`config.mk`:
```
export PLATFORM = sky130hd
export DESIGN_NAME = multicycle_controller
export DESIGN_NICKNAME = d
export VERILOG_FILES = /design/src/rtl/riscv_defs_pkg.sv /design/src/rtl/mc_mem_wait_timer.sv /design/src/rtl/multicycle_controller.sv
export SDC_FILE = /design/constraint.sdc
export NUM_CORES = 1
export LEC_CHECK = 0
export CAP_MARGIN = 20
export CORE_ASPECT_RATIO = 0.5
export CORE_MARGIN = 10
export CORE_UTILIZATION = 25
export CTS_BUF_LIST = sky130_fd_sc_hd__clkbuf_8
export DETAILED_ROUTE_END_ITERATION = 12
export GPL_ROUTABILITY_DRIVEN = 1
export GPL_TIMING_DRIVEN = 0
export HOLD_SLACK_MARGIN = 0.06
export PLACE_DENSITY_LB_ADDON = 0.15
export SETUP_SLACK_MARGIN = 0.05
export SLEW_MARGIN = 15
export SYNTH_ARGS = -nofsm -noshare
export SYNTH_HDL_FRONTEND = slang
export SYNTH_SLANG_ARGS = --single-unit
```
`constraint.sdc`:
```
create_clock -name clk -period 2.4 [get_ports clk]
set_clock_uncertainty 0.1 [all_clocks]
set_input_delay 0.48 -clock clk [delete_from_list [all_inputs] [get_ports clk]]
set_output_delay 0.48 -clock clk [all_outputs]
set_load 0.1 [all_outputs]
```
`src/rtl/riscv_defs_pkg.sv`:
```
// Shared definitions for the multicycle RISC-V control path: opcode
// constants, the controller state encoding and the datapath select
// encodings used by multicycle_controller and alu_control_unit.
package riscv_defs_pkg;

  localparam logic [6:0] OP_LOAD   = 7'b0000011;
  localparam logic [6:0] OP_STORE  = 7'b0100011;
  localparam logic [6:0] OP_RTYPE  = 7'b0110011;
  localparam logic [6:0] OP_ITYPE  = 7'b0010011;
  localparam logic [6:0] OP_BRANCH = 7'b1100011;
  localparam logic [6:0] OP_JAL    = 7'b1101111;

  typedef enum logic [3:0] {
    S_FETCH,
    S_DECODE,
    S_MEMADR,
    S_MEMREAD,
    S_MEMWB,
    S_MEMWRITE,
    S_EXEC_R,
    S_EXEC_I,
    S_ALUWB,
    S_BEQ,
    S_JAL,
    S_TRAP
  } mc_state_e;

  typedef enum logic [1:0] {
    SRCA_PC    = 2'b00,
    SRCA_OLDPC = 2'b01,
    SRCA_RS1   = 2'b10
  } src_a_e;

  typedef enum logic [1:0] {
    SRCB_RS2  = 2'b00,
    SRCB_IMM  = 2'b01,
    SRCB_FOUR = 2'b10
  } src_b_e;

  typedef enum logic [1:0] {
    ALUOP_ADD   = 2'b00,
    ALUOP_SUB   = 2'b01,
    ALUOP_FUNCT = 2'b10
  } alu_op_e;

  typedef enum logic [1:0] {
    RES_ALUOUT    = 2'b00,
    RES_DATA      = 2'b01,
    RES_ALURESULT = 2'b10
  } result_src_e;

  // States that hold a memory request open until mem_ready.
  function automatic logic is_mem_state(input mc_state_e s);
    return (s == S_FETCH) || (s == S_MEMREAD) || (s == S_MEMWRITE);
  endfunction

endpackage

```
`src/rtl/mc_mem_wait_timer.sv`:
```
// Memory wait timer: counts consecutive cycles with an open request and no
// mem_ready, saturating at all-ones, and flags a timeout on the cycle the
// count sits at MEM_WAIT_MAX while the memory is still not ready.
// Ports:
//   clk         clock
//   reset       synchronous active-high reset
//   clear_i     restart the count (controller entering a memory state)
//   mem_req_i   request is open this cycle
//   mem_ready_i memory completes the access this cycle
//   timeout_o   limit reached with no ready; MEM_WAIT_MAX=0 disables it
module mc_mem_wait_timer #(
  parameter int unsigned MEM_WAIT_MAX = 255,
  parameter int unsigned WAIT_W       = 8
) (
  input  logic clk,
  input  logic reset,
  input  logic clear_i,
  input  logic mem_req_i,
  input  logic mem_ready_i,
  output logic timeout_o
);

  localparam logic [WAIT_W-1:0] LIMIT      = WAIT_W'(MEM_WAIT_MAX);
  localparam logic [WAIT_W-1:0] SAT        = '1;
  localparam bit                TIMEOUT_EN = (MEM_WAIT_MAX != 0);

  logic [WAIT_W-1:0] cnt_q, cnt_d;

  always_comb begin
    cnt_d = cnt_q;
    if (clear_i || mem_ready_i) begin
      cnt_d = '0;
    end else if (mem_req_i && (cnt_q != SAT)) begin
      cnt_d = cnt_q + 1'b1;
    end
  end

  // NOTE: sequential state is updated with <= only, so every flop samples
  // the pre-edge value of every other flop regardless of block order.
  always_ff @(posedge clk) begin
    if (reset) cnt_q <= '0;
    else       cnt_q <= cnt_d;
  end

  // A ready on the limit cycle wins, hence the !mem_ready_i term.
  assign timeout_o = TIMEOUT_EN && mem_req_i && !mem_ready_i && (cnt_q == LIMIT);

endmodule

```
`src/rtl/multicycle_controller.sv`:
```
// Control FSM for the shared-ALU, unified-memory multicycle CPU datapath.
// Ports:
//   clk, reset                 clock, synchronous active-high reset
//   opcode, zero, mem_ready    instruction opcode, ALU zero flag, memory done
//   mem_req, mem_write         memory handshake request and direction
//   adr_src                    memory address select (0=PC, 1=result)
//   ir_write, pc_write         IR/old_pc load, PC load
//   reg_write                  register-file write enable
//   alu_src_a, alu_src_b       ALU operand selects
//   alu_op                     ALU operation class for alu_control_unit
//   result_src                 result bus select
//   retire                     one-cycle pulse per completed instruction
//   halted, bus_error          sticky trap status and trap cause
module multicycle_controller
  import riscv_defs_pkg::*;
#(
  parameter int unsigned MEM_WAIT_MAX = 255,
  parameter int unsigned WAIT_W       = 8
) (
  input  logic       clk,
  input  logic       reset,
  input  logic [6:0] opcode,
  input  logic       zero,
  input  logic       mem_ready,
  output logic       mem_req,
  output logic       mem_write,
  output logic       adr_src,
  output logic       ir_write,
  output logic       pc_write,
  output logic       reg_write,
  output logic [1:0] alu_src_a,
  output logic [1:0] alu_src_b,
  output logic [1:0] alu_op,
  output logic [1:0] result_src,
  output logic       retire,
  output logic       halted,
  output logic       bus_error
);

  mc_state_e state_q, state_d;
  logic      halted_q, bus_error_q;
  logic      req_open;
  logic      timer_clear;
  logic      timeout;

  // Request as seen by the timer; the output copy is additionally gated by reset.
  assign req_open    = is_mem_state(state_q);
  assign timer_clear = (state_d != state_q) && is_mem_state(state_d);

  mc_mem_wait_timer #(
    .MEM_WAIT_MAX (MEM_WAIT_MAX),
    .WAIT_W       (WAIT_W)
  ) u_wait_timer (
    .clk         (clk),
    .reset       (reset),
    .clear_i     (timer_clear),
    .mem_req_i   (req_open),
    .mem_ready_i (mem_ready),
    .timeout_o   (timeout)
  );

  // State register and sticky trap status.
  always_ff @(posedge clk) begin
    if (reset) begin
      state_q     <= S_FETCH;
      halted_q    <= 1'b0;
      bus_error_q <= 1'b0;
    end else begin
      state_q <= state_d;
      if (state_d == S_TRAP) halted_q    <= 1'b1;
      if (timeout)           bus_error_q <= 1'b1;
    end
  end

  // Next-state logic.
  always_comb begin
    state_d = state_q;
    unique case (state_q)
      S_FETCH: begin
        if (mem_ready)    state_d = S_DECODE;
        else if (timeout) state_d = S_TRAP;
      end
      S_DECODE: begin
        case (opcode)
          OP_LOAD, OP_STORE: state_d = S_MEMADR;
          OP_RTYPE:          state_d = S_EXEC_R;
          OP_ITYPE:          state_d = S_EXEC_I;
          OP_BRANCH:         state_d = S_BEQ;
          OP_JAL:            state_d = S_JAL;
          default:           state_d = S_TRAP;
        endcase
      end
      S_MEMADR:   state_d = (opcode == OP_LOAD) ? S_MEMREAD : S_MEMWRITE;
      S_MEMREAD: begin
        if (mem_ready)    state_d = S_MEMWB;
        else if (timeout) state_d = S_TRAP;
      end
      S_MEMWB:    state_d = S_FETCH;
      S_MEMWRITE: begin
        if (mem_ready)    state_d = S_FETCH;
        else if (timeout) state_d = S_TRAP;
      end
      S_EXEC_R, S_EXEC_I, S_JAL: state_d = S_ALUWB;
      S_ALUWB, S_BEQ:            state_d = S_FETCH;
      S_TRAP:                    state_d = S_TRAP;
      default:                   state_d = S_TRAP;
    endcase
  end

  // Output logic; reset forces every strobe low in the same cycle.
  always_comb begin
    // NOTE: every output is defaulted first so no path through the case
    // leaves a value unassigned and infers a latch.
    mem_req    = 1'b0;
    mem_write  = 1'b0;
    adr_src    = 1'b0;
    ir_write   = 1'b0;
    pc_write   = 1'b0;
    reg_write  = 1'b0;
    retire     = 1'b0;
    alu_src_a  = SRCA_PC;
    alu_src_b  = SRCB_RS2;
    alu_op     = ALUOP_ADD;
    result_src = RES_ALUOUT;
    if (!reset) begin
      unique case (state_q)
        S_FETCH: begin
          mem_req = 1'b1;
          if (mem_ready) begin
            // PC+4 goes straight onto the result bus into PC.
            ir_write   = 1'b1;
            pc_write   = 1'b1;
            alu_src_b  = SRCB_FOUR;
            result_src = RES_ALURESULT;
          end
        end
        S_DECODE: begin
          // Branch target old_pc+imm is parked in alu_out.
          alu_src_a = SRCA_OLDPC;
          alu_src_b = SRCB_IMM;
        end
        S_MEMADR: begin
          alu_src_a = SRCA_RS1;
          alu_src_b = SRCB_IMM;
        end
        S_MEMREAD: begin
          mem_req = 1'b1;
          adr_src = 1'b1;
        end
        S_MEMWB: begin
          result_src = RES_DATA;
          reg_write  = 1'b1;
          retire     = 1'b1;
        end
        S_MEMWRITE: begin
          mem_req   = 1'b1;
          mem_write = 1'b1;
          adr_src   = 1'b1;
          retire    = mem_ready;
        end
        S_EXEC_R: begin
          alu_src_a = SRCA_RS1;
          alu_op    = ALUOP_FUNCT;
        end
        S_EXEC_I: begin
          alu_src_a = SRCA_RS1;
          alu_src_b = SRCB_IMM;
          alu_op    = ALUOP_FUNCT;
        end
        S_ALUWB: begin
          reg_write = 1'b1;
          retire    = 1'b1;
        end
        S_BEQ: begin
          alu_src_a = SRCA_RS1;
          alu_op    = ALUOP_SUB;
          pc_write  = zero;
          retire    = 1'b1;
        end
        S_JAL: begin
          // PC takes the target from alu_out while the ALU forms old_pc+4.
          alu_src_a = SRCA_OLDPC;
          alu_src_b = SRCB_FOUR;
          pc_write  = 1'b1;
        end
        default: ;
      endcase
    end
  end

  assign halted    = halted_q;
  assign bus_error = bus_error_q;

endmodule

```
==> flow_results.xml, run 1 <==
<?xml version="1.0" encoding="UTF-8"?>
<metrics>
  <group name="outcome">
    <metric name="status" unit="">finished, final reports clean</metric>
  </group>
  <group name="cells_and_area">
    <metric name="multi_input_comb_area" unit="um^2">1050</metric>
    <metric name="area.growth.synth_to_final" unit="%">68.5</metric>
    <metric name="mostFrequentLayoutCell" unit="">nor2_1</metric>
    <metric name="final.fill_count" unit="">455</metric>
    <metric name="layout-drive-gt1-share" unit="">0.374</metric>
    <metric name="commonest_cells_after_routing_fill_and_taps_aside" unit="">21 x nor2_1, 12 x a21oi_1, 12 x dfxtp_1, 10 x buf_4, 10 x nand2_1</metric>
    <metric name="ff_latch_area" unit="um^2">283</metric>
    <metric name="final_net_count" unit="">208</metric>
    <metric name="post_layout_nonfiller_instances" unit="">261</metric>
    <metric name="antennaDiodeCount" unit="">0</metric>
    <metric name="final_design_area_no_fill" unit="um^2">2000</metric>
  </group>
  <group name="worst_setup_path">
    <metric name="crit_slowest_cell" unit="">clkdlybuf4s50_1</metric>
    <metric name="cp_cell_sequence" unit="">clkdlybuf4s50_1 -&gt; nand3b_1 -&gt; or3_4 -&gt; o22a_4 -&gt; xor2_4 -&gt; o31ai_4 -&gt; buf_12 -&gt; nor3_2</metric>
    <metric name="combined_buffer_and_inverter_count_along_the_critical_path" unit="">2</metric>
    <metric name="start_kind" unit="">input pin</metric>
    <metric name="end_kind" unit="">register</metric>
    <metric name="slowest_delay" unit="ns">0.48</metric>
    <metric name="worst-path-max-fanout" unit="">8</metric>
    <metric name="type_of_the_worst_setup_path" unit="">input pin to register</metric>
    <metric name="cpLargestDelayFamily" unit="">buffers and inverters</metric>
    <metric name="cp_data_arrival_time" unit="ns">2.35</metric>
    <metric name="crit_required" unit="ns">2.43</metric>
  </group>
  <group name="floorplan">
    <metric name="floorplan.die.width" unit="um">117</metric>
    <metric name="core_region_area" unit="um^2">4490</metric>
    <metric name="dieHeight" unit="um">68.7</metric>
    <metric name="floorplan_row_count" unit="">17</metric>
    <metric name="top_level_ports" unit="">28</metric>
    <metric name="die_area" unit="um^2">8070</metric>
    <metric name="floorplan.initialDensity" unit="">0.264</metric>
  </group>
  <group name="pwr">
    <metric name="power.static_leakage" unit="nW">0.711</metric>
    <metric name="irDropWorstVdd" unit="mV">0.377</metric>
    <metric name="power_frac_seq" unit="">0.220</metric>
    <metric name="post-layout-total-power" unit="W">0.00117</metric>
    <metric name="cellInternalPower" unit="W">0.000655</metric>
    <metric name="switchingPower" unit="W">0.000511</metric>
    <metric name="p_sw_frac" unit="">0.438</metric>
    <metric name="clkPwrFrac" unit="">0.191</metric>
    <metric name="pwr_density_cell" unit="nW/um^2">584</metric>
    <metric name="p_comb_frac" unit="">0.588</metric>
  </group>
  <group name="place">
    <metric name="place_hpwl" unit="mm">2.69</metric>
    <metric name="placed_instance_area" unit="um^2">1810</metric>
    <metric name="dp_worst_setup_slack" unit="ns">-1.11</metric>
    <metric name="post-place-cells" unit="">254</metric>
    <metric name="gp_congestion" unit="">0.796</metric>
    <metric name="port_buffers" unit="">27</metric>
  </group>
  <group name="sta">
    <metric name="hold_violation_total_from_the_final_report" unit="">0</metric>
    <metric name="final.period_utilization" unit="">0.967</metric>
    <metric name="slew_headroom" unit="">0.354</metric>
    <metric name="count_of_endpoints_failing_setup_in_the_final_report" unit="">0</metric>
    <metric name="fin_ws" unit="ns">0.0793</metric>
    <metric name="slew_violations" unit="">0</metric>
    <metric name="max_slew.worst_pin.slew" unit="ns">0.968</metric>
    <metric name="finalCriticalPeriod" unit="ns">2.32</metric>
    <metric name="setup_total_negative_slack" unit="ns">0</metric>
    <metric name="maxClockFrequency" unit="GHz">0.431</metric>
    <metric name="grt_setup_unrepaired" unit="">yes</metric>
  </group>
  <group name="synth">
    <metric name="synth.cell_area" unit="um^2">1190</metric>
    <metric name="synthTopCellsByArea" unit="">dfxtp_1 24%, nor2_1 7.3%, a21oi_1 6.8%</metric>
    <metric name="postSynthCellCount" unit="">161</metric>
    <metric name="dominantRegCellSynth" unit="">dfxtp_1</metric>
    <metric name="edff_count_synth" unit="">0</metric>
    <metric name="share_of_async_settable_or_async_resettable_flops_after_synthesis" unit="">0</metric>
    <metric name="synth-warning-count" unit="">0</metric>
    <metric name="ys_ff_latch" unit="">14</metric>
    <metric name="synth_top_cell_by_area" unit="">dfxtp_1</metric>
    <metric name="synthDistinctLibCells" unit="">46</metric>
    <metric name="yosys.area.top_type_share" unit="">0.236</metric>
    <metric name="syn_nets" unit="">173</metric>
    <metric name="synth.yosys.seq_area_share" unit="">0.236</metric>
    <metric name="synth_area_per_cell" unit="um^2">7.37</metric>
  </group>
  <group name="routing">
    <metric name="drt.antenna.violating_nets" unit="">0</metric>
    <metric name="detailedRoute.firstPassIterationCount" unit="">4</metric>
    <metric name="via_density_per_instance" unit="">4.76</metric>
    <metric name="drt_iter0_drc" unit="">51</metric>
    <metric name="drt-wirelength-per-cell" unit="um">13.3</metric>
    <metric name="drt_drc_violations_left" unit="">0</metric>
    <metric name="finalWirelength" unit="mm">3.47</metric>
    <metric name="vias" unit="">1243</metric>
  </group>
  <group name="clock_tree">
    <metric name="number_of_levels_the_h_tree_was_split_into" unit="">1</metric>
    <metric name="cts.hold.buffers_added" unit="">0</metric>
    <metric name="clockRootBuffer" unit="">clkbuf_8</metric>
    <metric name="max-clock-path-buffers" unit="">2</metric>
    <metric name="number_of_clock_sinks" unit="">14</metric>
    <metric name="tritoncts" unit="">built</metric>
    <metric name="cts-buffers-inserted" unit="">3</metric>
    <metric name="insertion_delay" unit="ns">0.24</metric>
    <metric name="clkTransAtPathRegs" unit="ns">0.05</metric>
  </group>
  <group name="global_routing">
    <metric name="global_route_wire_length_before_repair" unit="mm">5.87</metric>
    <metric name="grt_usage" unit="">0.0884</metric>
    <metric name="grt_antenna_before_repair" unit="">0</metric>
    <metric name="first_global_vias" unit="">1173</metric>
    <metric name="globalRouteOverflowTotal" unit="">0</metric>
    <metric name="maximum_number_of_pins_on_one_net_before_global_route_repair" unit="">11</metric>
  </group>
  <group name="job">
    <metric name="max_cap_viol_count" unit="">0</metric>
  </group>
  <group name="hold_path">
    <metric name="worst_hold_path_class" unit="">register to register</metric>
  </group>
</metrics>
==> final timing paths <==
check | cells after the start | to | startpoint | slack (ns)
worst max register to register | 8 | u_wait_timer.cnt_q[6] | state_q[3] | 0.24
worst min register to register | 2 | halted | halted | 0.41
worst min-delay path | 2 | halted | halted | 0.41
worst max-delay path | 8 | u_wait_timer.cnt_q[6] | opcode[0] | 0.08
==> power groups by stage <==
stage	clock network [W]	registers, W	logic, W
2_1_floorplan	0	0.000268	0.000500
3_3_place_gp	0	0.000262	0.000620
3_5_place_dp	0	0.000262	0.000623
4_1_cts	0.000233	0.000257	0.000661
5_1_grt	0.000251	0.000259	0.000733
6_report	0.000223	0.000257	0.000686
==> metal layers <==
layer  track usage  share of wire  wire, um
met5             0              0         0
met4        0.0232         0.0069        24
met3        0.0186          0.024        83
met2         0.141           0.44      1520
met1         0.120           0.53      1840
==> tightest hold or removal path: cells and delay by family, from the launching register on <==
family	cells	cell delay [ns]
flops	1	0.31
compound gates	1	0.07
simple gates	1	0.09
==> synthesized netlist by cell type, types with 2 or more instances <==
library cell	count
nor4bb_1	2
or3_4	2
inv_1	2
a21oi_1	16
xnor2_1	7
nand3_1	3
nor2_1	23
clkbuf_1	6
dfxtp_1	14
nor2b_1	6
and4b_1	2
nand2_1	10
nor3b_1	5
xor2_1	2
nand4_1	2
nor3_1	15
nor4_1	4
nand3b_1	2
o21ai_0	3
nand2b_1	6
buf_2	4
==> per-stage QoR <==
step / utilization / hold slack, ns
finish: 0.445 / 0.414
global placement: 0.403 / 0.397
detailed placement: 0.403 / 0.409
CTS: 0.428 / 0.421
floorplan: - / 0.399
global route: 0.445 / 0.441
==> registers in the layout, indices dropped and copies added, names as in the netlist <==
name / flops
u_wait_timer.cnt_q: 8
bus_error: 1
state_q: 4
halted: 1
==> timing repair <==
action,4_1_cts,5_1_grt
pin swaps,4,7
gates resized for setup,111,22
cloned,0,0
setup buffers,2,1
setup endpoints to repair,24,17
endpoints found under the hold margin,0,0
==> cell families (layout without fill, tap and decap cells) <==
group                      count (synthesis)  in the layout  synth area share
and+or+nand+nor                           91             91             0.435
AOI/OAI and AO/OA                         30             30             0.176
buffers and inverters                     15             49            0.0675
DFF                                       14             14             0.236
xor gates and xnor gates                   9              9            0.0665
adders and majority gates                  1              1            0.0105
muxes                                      1              1           0.00844
==> layout make-up <==
cell class	instances	area share
Multi-Input combinational cell	132	0.527
Timing Repair Buffer	30	0.160
Sequential cell	14	0.142
Buffer	13	0.0983
Tap cell	66	0.0413
Clock buffer	4	0.0276
Inverter	2	0.00376
(Power assumes the default switching activity.)
==> inputs of run 2 (changes only) <==
--- a/config.mk
+++ b/config.mk
@@ -16,6 +16,7 @@
 export HOLD_SLACK_MARGIN = 0.06
 export PLACE_DENSITY_LB_ADDON = 0.15
 export SETUP_SLACK_MARGIN = 0.05
+export SKIP_CTS_REPAIR_TIMING = 1
 export SLEW_MARGIN = 15
 export SYNTH_ARGS = -nofsm -noshare
 export SYNTH_HDL_FRONTEND = slang
==> constraint.sdc (replaced) <==
create_clock -name clk -period 2.2 [get_ports clk]
set_clock_uncertainty 0.1 [all_clocks]
set_input_delay 0.44 -clock clk [delete_from_list [all_inputs] [get_ports clk]]
set_output_delay 0.44 -clock clk [all_outputs]
set_load 0.1 [all_outputs]
==> flow_results.xml, run 2 (synthesized netlist as in run 1, its figures left out) <==
<?xml version="1.0" encoding="UTF-8"?>
<metrics>
  <group name="place">
    <metric name="gp_congestion" unit="">0.786</metric>
    <metric name="dp_worst_setup_slack" unit="ns">-1.32</metric>
    <metric name="place_hpwl" unit="mm">2.72</metric>
    <metric name="port_buffers" unit="">27</metric>
  </group>
  <group name="job">
    <metric name="max_cap_viol_count" unit="">0</metric>
  </group>
  <group name="worst_setup_path">
    <metric name="worstRegToRegCells" unit="">10</metric>
    <metric name="cpLargestDelayFamily" unit="">buffers and inverters</metric>
    <metric name="cp_cell_sequence" unit="">buf_8 -&gt; clkbuf_16 -&gt; buf_2 -&gt; nor3b_4 -&gt; a21oi_2 -&gt; nor4_4 -&gt; buf_6</metric>
    <metric name="combined_buffer_and_inverter_count_along_the_critical_path" unit="">4</metric>
    <metric name="type_of_the_worst_setup_path" unit="">register to output pin</metric>
    <metric name="capture_point_of_the_worst_reg_to_reg_path" unit="">u_wait_timer.cnt_q[6]</metric>
    <metric name="start_kind" unit="">register</metric>
    <metric name="crit_path_start" unit="">state_q[3]</metric>
    <metric name="r2r_slack" unit="ns">0.07</metric>
    <metric name="slowest_delay" unit="ns">0.35</metric>
    <metric name="path_depth" unit="">7</metric>
    <metric name="end_kind" unit="">output pin</metric>
    <metric name="worstSetupEndpoint" unit="">alu_src_b[1]</metric>
    <metric name="worstReg2RegStart" unit="">state_q[1]</metric>
    <metric name="crit_required" unit="ns">1.66</metric>
    <metric name="worst-path-max-fanout" unit="">8</metric>
    <metric name="crit_slowest_cell" unit="">dfxtp_2</metric>
    <metric name="cp_data_arrival_time" unit="ns">1.73</metric>
  </group>
  <group name="pwr">
    <metric name="power_frac_seq" unit="">0.195</metric>
    <metric name="switchingPower" unit="W">0.000627</metric>
    <metric name="clkPwrFrac" unit="">0.173</metric>
    <metric name="pwr_density_cell" unit="nW/um^2">608</metric>
    <metric name="cellInternalPower" unit="W">0.000827</metric>
    <metric name="irDropWorstVdd" unit="mV">0.355</metric>
    <metric name="p_sw_frac" unit="">0.431</metric>
    <metric name="p_comb_frac" unit="">0.632</metric>
    <metric name="post-layout-total-power" unit="W">0.00145</metric>
    <metric name="power.static_leakage" unit="nW">0.931</metric>
  </group>
  <group name="sta">
    <metric name="hold_ws" unit="ns">0.409</metric>
    <metric name="max_slew.worst_pin.slew" unit="ns">0.972</metric>
    <metric name="finalCriticalPeriod" unit="ns">2.27</metric>
    <metric name="final.period_utilization" unit="">1.03</metric>
    <metric name="count_of_endpoints_failing_setup_in_the_final_report" unit="">1</metric>
    <metric name="maxClockFrequency" unit="GHz">0.441</metric>
    <metric name="grt_setup_unrepaired" unit="">yes</metric>
    <metric name="fin_ws" unit="ns">-0.0657</metric>
    <metric name="slew_headroom" unit="">0.351</metric>
    <metric name="hold_violation_total_from_the_final_report" unit="">0</metric>
    <metric name="slew_violations" unit="">0</metric>
  </group>
  <group name="routing">
    <metric name="detailedRoute.firstPassIterationCount" unit="">4</metric>
    <metric name="via_density_per_instance" unit="">4.83</metric>
    <metric name="drt.antenna.violating_nets" unit="">0</metric>
    <metric name="drt_iter0_drc" unit="">34</metric>
    <metric name="drt-wirelength-per-cell" unit="um">14.0</metric>
    <metric name="drt_drc_violations_left" unit="">0</metric>
    <metric name="vias" unit="">1387</metric>
    <metric name="finalWirelength" unit="mm">4.02</metric>
  </group>
  <group name="cells_and_area">
    <metric name="layout-drive-gt1-share" unit="">0.529</metric>
    <metric name="mostFrequentLayoutCell" unit="">buf_4</metric>
    <metric name="biggestRegsByFlops" unit="">u_wait_timer.cnt_q: 8 flops, state_q: 4 flops</metric>
    <metric name="final_net_count" unit="">234</metric>
    <metric name="commonest_cells_after_routing_fill_and_taps_aside" unit="">26 x buf_4, 16 x nor2_1, 15 x buf_6, 11 x dfxtp_1</metric>
    <metric name="antennaDiodeCount" unit="">0</metric>
    <metric name="largest-register" unit="">u_wait_timer.cnt_q</metric>
    <metric name="area.growth.synth_to_final" unit="%">102</metric>
    <metric name="largest_register_ff_count" unit="">8</metric>
  </group>
  <group name="clock_tree">
    <metric name="cts-buffers-inserted" unit="">3</metric>
    <metric name="insertion_delay" unit="ns">0.25</metric>
    <metric name="number_of_clock_sinks" unit="">14</metric>
    <metric name="max-clock-path-buffers" unit="">2</metric>
    <metric name="clockRootBuffer" unit="">clkbuf_8</metric>
    <metric name="number_of_levels_the_h_tree_was_split_into" unit="">1</metric>
    <metric name="tritoncts" unit="">built</metric>
    <metric name="clkTransAtPathRegs" unit="ns">0.06</metric>
  </group>
  <group name="global_routing">
    <metric name="grt_usage" unit="">0.0868</metric>
    <metric name="maximum_number_of_pins_on_one_net_before_global_route_repair" unit="">11</metric>
    <metric name="grt_antenna_before_repair" unit="">0</metric>
    <metric name="global_route_wire_length_before_repair" unit="mm">5.88</metric>
    <metric name="first_global_vias" unit="">1247</metric>
    <metric name="globalRouteOverflowTotal" unit="">0</metric>
  </group>
  <group name="floorplan">
    <metric name="dieHeight" unit="um">68.7</metric>
    <metric name="core_region_area" unit="um^2">4490</metric>
    <metric name="floorplan_row_count" unit="">17</metric>
    <metric name="floorplan.die.width" unit="um">117</metric>
    <metric name="top_level_ports" unit="">28</metric>
    <metric name="floorplan.initialDensity" unit="">0.264</metric>
    <metric name="die_area" unit="um^2">8070</metric>
  </group>
  <group name="hold_path">
    <metric name="worst_hold_path_class" unit="">register to register</metric>
    <metric name="hold_path_startpoint" unit="">halted</metric>
  </group>
  <group name="outcome">
    <metric name="violations" unit="">negative setup slack</metric>
    <metric name="status" unit="">finished, violations left</metric>
  </group>
</metrics>
-- run 2: changes by cell type in the layout (fill, tap and decap cells not counted), moves of 5 or more --
| cell | delta |
|---|---|
| nor2_1 | -5 |
| buf_6 | +7 |
| buf_12 | +5 |
| dlymetal6s2s_1 | +5 |
| buf_4 | +16 |
-- run 2: cell type report --
cell class / count / area, um^2
well taps: 66 / 82.6
fillers: 408 / 2100
plain buffers: 13 / 194
multi-input cells: 132 / 1180
flip-flops and latches: 14 / 287
inverters: 2 / 7.51
clock buffers: 4 / 55.1
repair buffers: 56 / 591
-- run 2: metrics by stage --
step | cells | setup TNS (ns) | utilization | area [um^2]
after floorplan | 161 | -1.00 | - | 1490
after global routing | 287 | -0.261 | 0.533 | 2390
after detailed placement | 254 | -21.62 | 0.411 | 1840
after CTS | 258 | -19.25 | 0.423 | 1900
final | 287 | -0.0657 | 0.533 | 2390
after global placement | 254 | -21.51 | 0.411 | 1840
-- run 2: worst min path at each step --
stage / end / slack (ns) / cells past startpoint
global route: bus_error / 0.43 / 2
global placement: bus_error / 0.40 / 2
floorplan: u_wait_timer.cnt_q[5] / 0.41 / 2
CTS: bus_error / 0.41 / 2
finish: halted / 0.41 / 2
detailed placement: bus_error / 0.39 / 2
-- run 2: power groups by stage --
stage / Combinational [W] / Sequential [W] / Clock [W]
3_3_place_gp: 0.000702 / 0.000286 / 0
5_1_grt: 0.000969 / 0.000286 / 0.000269
6_report: 0.000918 / 0.000284 / 0.000251
3_5_place_dp: 0.000707 / 0.000287 / 0
2_1_floorplan: 0.000570 / 0.000293 / 0
4_1_cts: 0.000709 / 0.000282 / 0.000258
-- run 2: layer usage --
layer | wire length, um | share of wire | track usage | vias to the layer above
met4 | 26 | 0.0065 | 0.0201 | 0
met2 | 1990 | 0.50 | 0.155 | 20
met3 | 100 | 0.025 | 0.0211 | 5
met1 | 1900 | 0.47 | 0.106 | 661
li1 | - | - | - | 701
met5 | 0 | 0 | 0 | -
-- run 2: worst register-to-register path: cells and delay by family, from the launching register on --
kind	cells	cell delay, ns
buffers and inverters	4	0.51
AO/OA/AOI/OAI	2	0.49
flip-flops	1	0.33
AND/OR/NAND/NOR	3	0.38
XOR/XNOR	1	0.20
==> inputs of run 3 (changes only) <==
--- a/config.mk
+++ b/config.mk
@@ -7,7 +7,6 @@
 export LEC_CHECK = 0
 export CAP_MARGIN = 20
 export CORE_ASPECT_RATIO = 0.5
-export CORE_MARGIN = 10
 export CORE_UTILIZATION = 25
 export CTS_BUF_LIST = sky130_fd_sc_hd__clkbuf_8
 export DETAILED_ROUTE_END_ITERATION = 12
==> flow_results.xml, run 3 (synthesized netlist as in run 1, its figures left out) <==
<?xml version="1.0" encoding="UTF-8"?>
<metrics>
  <group name="outcome">
    <metric name="status" unit="">finished, final reports clean</metric>
  </group>
  <group name="global_routing">
    <metric name="globalRouteOverflowTotal" unit="">0</metric>
    <metric name="maximum_number_of_pins_on_one_net_before_global_route_repair" unit="">11</metric>
    <metric name="grt_usage" unit="">0.138</metric>
    <metric name="first_global_vias" unit="">1171</metric>
    <metric name="grt_antenna_before_repair" unit="">0</metric>
    <metric name="global_route_wire_length_before_repair" unit="mm">5.51</metric>
  </group>
  <group name="place">
    <metric name="post-place-cells" unit="">245</metric>
    <metric name="port_buffers" unit="">27</metric>
    <metric name="gp_congestion" unit="">0.778</metric>
    <metric name="place_hpwl" unit="mm">2.53</metric>
  </group>
  <group name="clock_tree">
    <metric name="cts-buffers-inserted" unit="">3</metric>
    <metric name="max-clock-path-buffers" unit="">2</metric>
    <metric name="tritoncts" unit="">built</metric>
    <metric name="number_of_levels_the_h_tree_was_split_into" unit="">1</metric>
    <metric name="insertion_delay" unit="ns">0.25</metric>
    <metric name="clockRootBuffer" unit="">clkbuf_8</metric>
    <metric name="number_of_clock_sinks" unit="">14</metric>
    <metric name="clkTransAtPathRegs" unit="ns">0.06</metric>
  </group>
  <group name="sta">
    <metric name="grt_setup_unrepaired" unit="">yes</metric>
    <metric name="maxClockFrequency" unit="GHz">0.456</metric>
    <metric name="slew_violations" unit="">0</metric>
    <metric name="final.period_utilization" unit="">0.998</metric>
    <metric name="slew_headroom" unit="">0.358</metric>
    <metric name="setup_total_negative_slack" unit="ns">0</metric>
    <metric name="hold_violation_total_from_the_final_report" unit="">0</metric>
    <metric name="max_slew.worst_pin.slew" unit="ns">0.962</metric>
    <metric name="finalCriticalPeriod" unit="ns">2.19</metric>
    <metric name="count_of_endpoints_failing_setup_in_the_final_report" unit="">0</metric>
    <metric name="hold_ws" unit="ns">0.415</metric>
  </group>
  <group name="worst_setup_path">
    <metric name="worst-path-max-fanout" unit="">10</metric>
    <metric name="capture_point_of_the_worst_reg_to_reg_path" unit="">u_wait_timer.cnt_q[3]</metric>
    <metric name="worstReg2RegStart" unit="">state_q[3]</metric>
    <metric name="crit_required" unit="ns">1.66</metric>
    <metric name="end_kind" unit="">output pin</metric>
    <metric name="start_kind" unit="">register</metric>
    <metric name="worstRegToRegCells" unit="">8</metric>
    <metric name="type_of_the_worst_setup_path" unit="">register to output pin</metric>
    <metric name="cp_data_arrival_time" unit="ns">1.65</metric>
    <metric name="r2r_slack" unit="ns">0.05</metric>
  </group>
  <group name="cells_and_area">
    <metric name="layout-drive-gt1-share" unit="">0.544</metric>
    <metric name="largest-register" unit="">u_wait_timer.cnt_q</metric>
    <metric name="biggestRegsByFlops" unit="">u_wait_timer.cnt_q: 8 flops, state_q: 4 flops</metric>
    <metric name="largest_register_ff_count" unit="">8</metric>
    <metric name="antennaDiodeCount" unit="">0</metric>
    <metric name="final_net_count" unit="">228</metric>
    <metric name="mostFrequentLayoutCell" unit="">buf_4</metric>
    <metric name="commonest_cells_after_routing_fill_and_taps_aside" unit="">18 x buf_4, 16 x buf_6, 13 x nor2_1</metric>
    <metric name="area.growth.synth_to_final" unit="%">100</metric>
    <metric name="post_layout_nonfiller_instances" unit="">272</metric>
  </group>
  <group name="routing">
    <metric name="drt_drc_violations_left" unit="">0</metric>
    <metric name="finalWirelength" unit="mm">3.90</metric>
    <metric name="drt.antenna.violating_nets" unit="">0</metric>
    <metric name="via_density_per_instance" unit="">5.03</metric>
    <metric name="drt_iter0_drc" unit="">53</metric>
    <metric name="drt-wirelength-per-cell" unit="um">14.3</metric>
    <metric name="vias" unit="">1368</metric>
    <metric name="detailedRoute.firstPassIterationCount" unit="">4</metric>
  </group>
  <group name="hold_path">
    <metric name="hold_path_startpoint" unit="">bus_error</metric>
    <metric name="capture_endpoint_of_the_worst_hold_path" unit="">bus_error</metric>
    <metric name="worst_hold_path_class" unit="">register to register</metric>
    <metric name="hold_path_depth" unit="">2</metric>
  </group>
  <group name="pwr">
    <metric name="irDropWorstVdd" unit="mV">0.569</metric>
    <metric name="pwr_density_cell" unit="nW/um^2">614</metric>
    <metric name="power.static_leakage" unit="nW">0.893</metric>
  </group>
  <group name="floorplan">
    <metric name="top_level_ports" unit="">28</metric>
    <metric name="floorplan.die.width" unit="um">99.4</metric>
    <metric name="core_region_area" unit="um^2">4470</metric>
    <metric name="die_area" unit="um^2">5040</metric>
    <metric name="dieHeight" unit="um">50.7</metric>
    <metric name="floorplan_row_count" unit="">17</metric>
    <metric name="floorplan.initialDensity" unit="">0.266</metric>
  </group>
  <group name="job">
    <metric name="max_cap_viol_count" unit="">0</metric>
  </group>
</metrics>
[run 3: layout make-up]
cell class | count | area, um^2
buffer | 13 | 198
clock buffer | 4 | 55.1
fill | 407 | 2090
inverter | 2 | 7.51
multi-input combinational | 132 | 1210
sequential | 14 | 288
tap | 57 | 71.3
timing repair buffer | 50 | 546
[run 3: per-layer routing]
metal	track usage	vias to the layer above	share of wire
met4	0.0147	0	0
met2	0.228	23	0.48
met1	0.194	653	0.49
met5	0	-	0
li1	-	692	-
met3	0.0209	0	0.027
[run 3: worst max path at each step]
stage                          start           end  slack, ns  cells after the start
after floorplan           state_q[3]  alu_src_b[1]      -0.26                      5
after global placement     mem_ready      pc_write      -1.31                      8
after detailed placement   mem_ready      pc_write      -1.31                      8
after CTS                  mem_ready      pc_write      -1.32                      8
after global routing      state_q[1]  alu_src_b[1]      -0.06                      7
final                     state_q[2]  alu_src_a[1]      0.005                      5
[run 3: power breakdown]
| group | total [W] | switching (W) | leakage (nW) | internal, W |
|---|---|---|---|---|
| combinational | 0.000920 | 0.000524 | 0.749 | 0.000396 |
| clock | 0.000252 | 0.0000938 | 0.0288 | 0.000159 |
| sequential | 0.000286 | 0.0000159 | 0.115 | 0.000270 |
| total | 0.00146 | 0.000634 | 0.893 | 0.000825 |
[run 3: stage by stage]
step	setup WS, ns	cell area [um^2]	utilization	power [W]
floorplan	-0.263	1490	-	0.000863
global placement	-1.31	1830	0.410	0.000985
detailed placement	-1.31	1830	0.410	0.000991
CTS	-1.32	1890	0.422	0.00125
global route	-0.0624	2370	0.532	0.00152
finish	0.00507	2370	0.532	0.00146
[run 3: worst max-delay path: stages (launching register included)]
cell and delay [ns]:
dfxtp_2 0.34, buf_8 0.15, nand2b_4 0.17, or3b_4 0.39
a21oi_4 0.17, buf_12 0.19
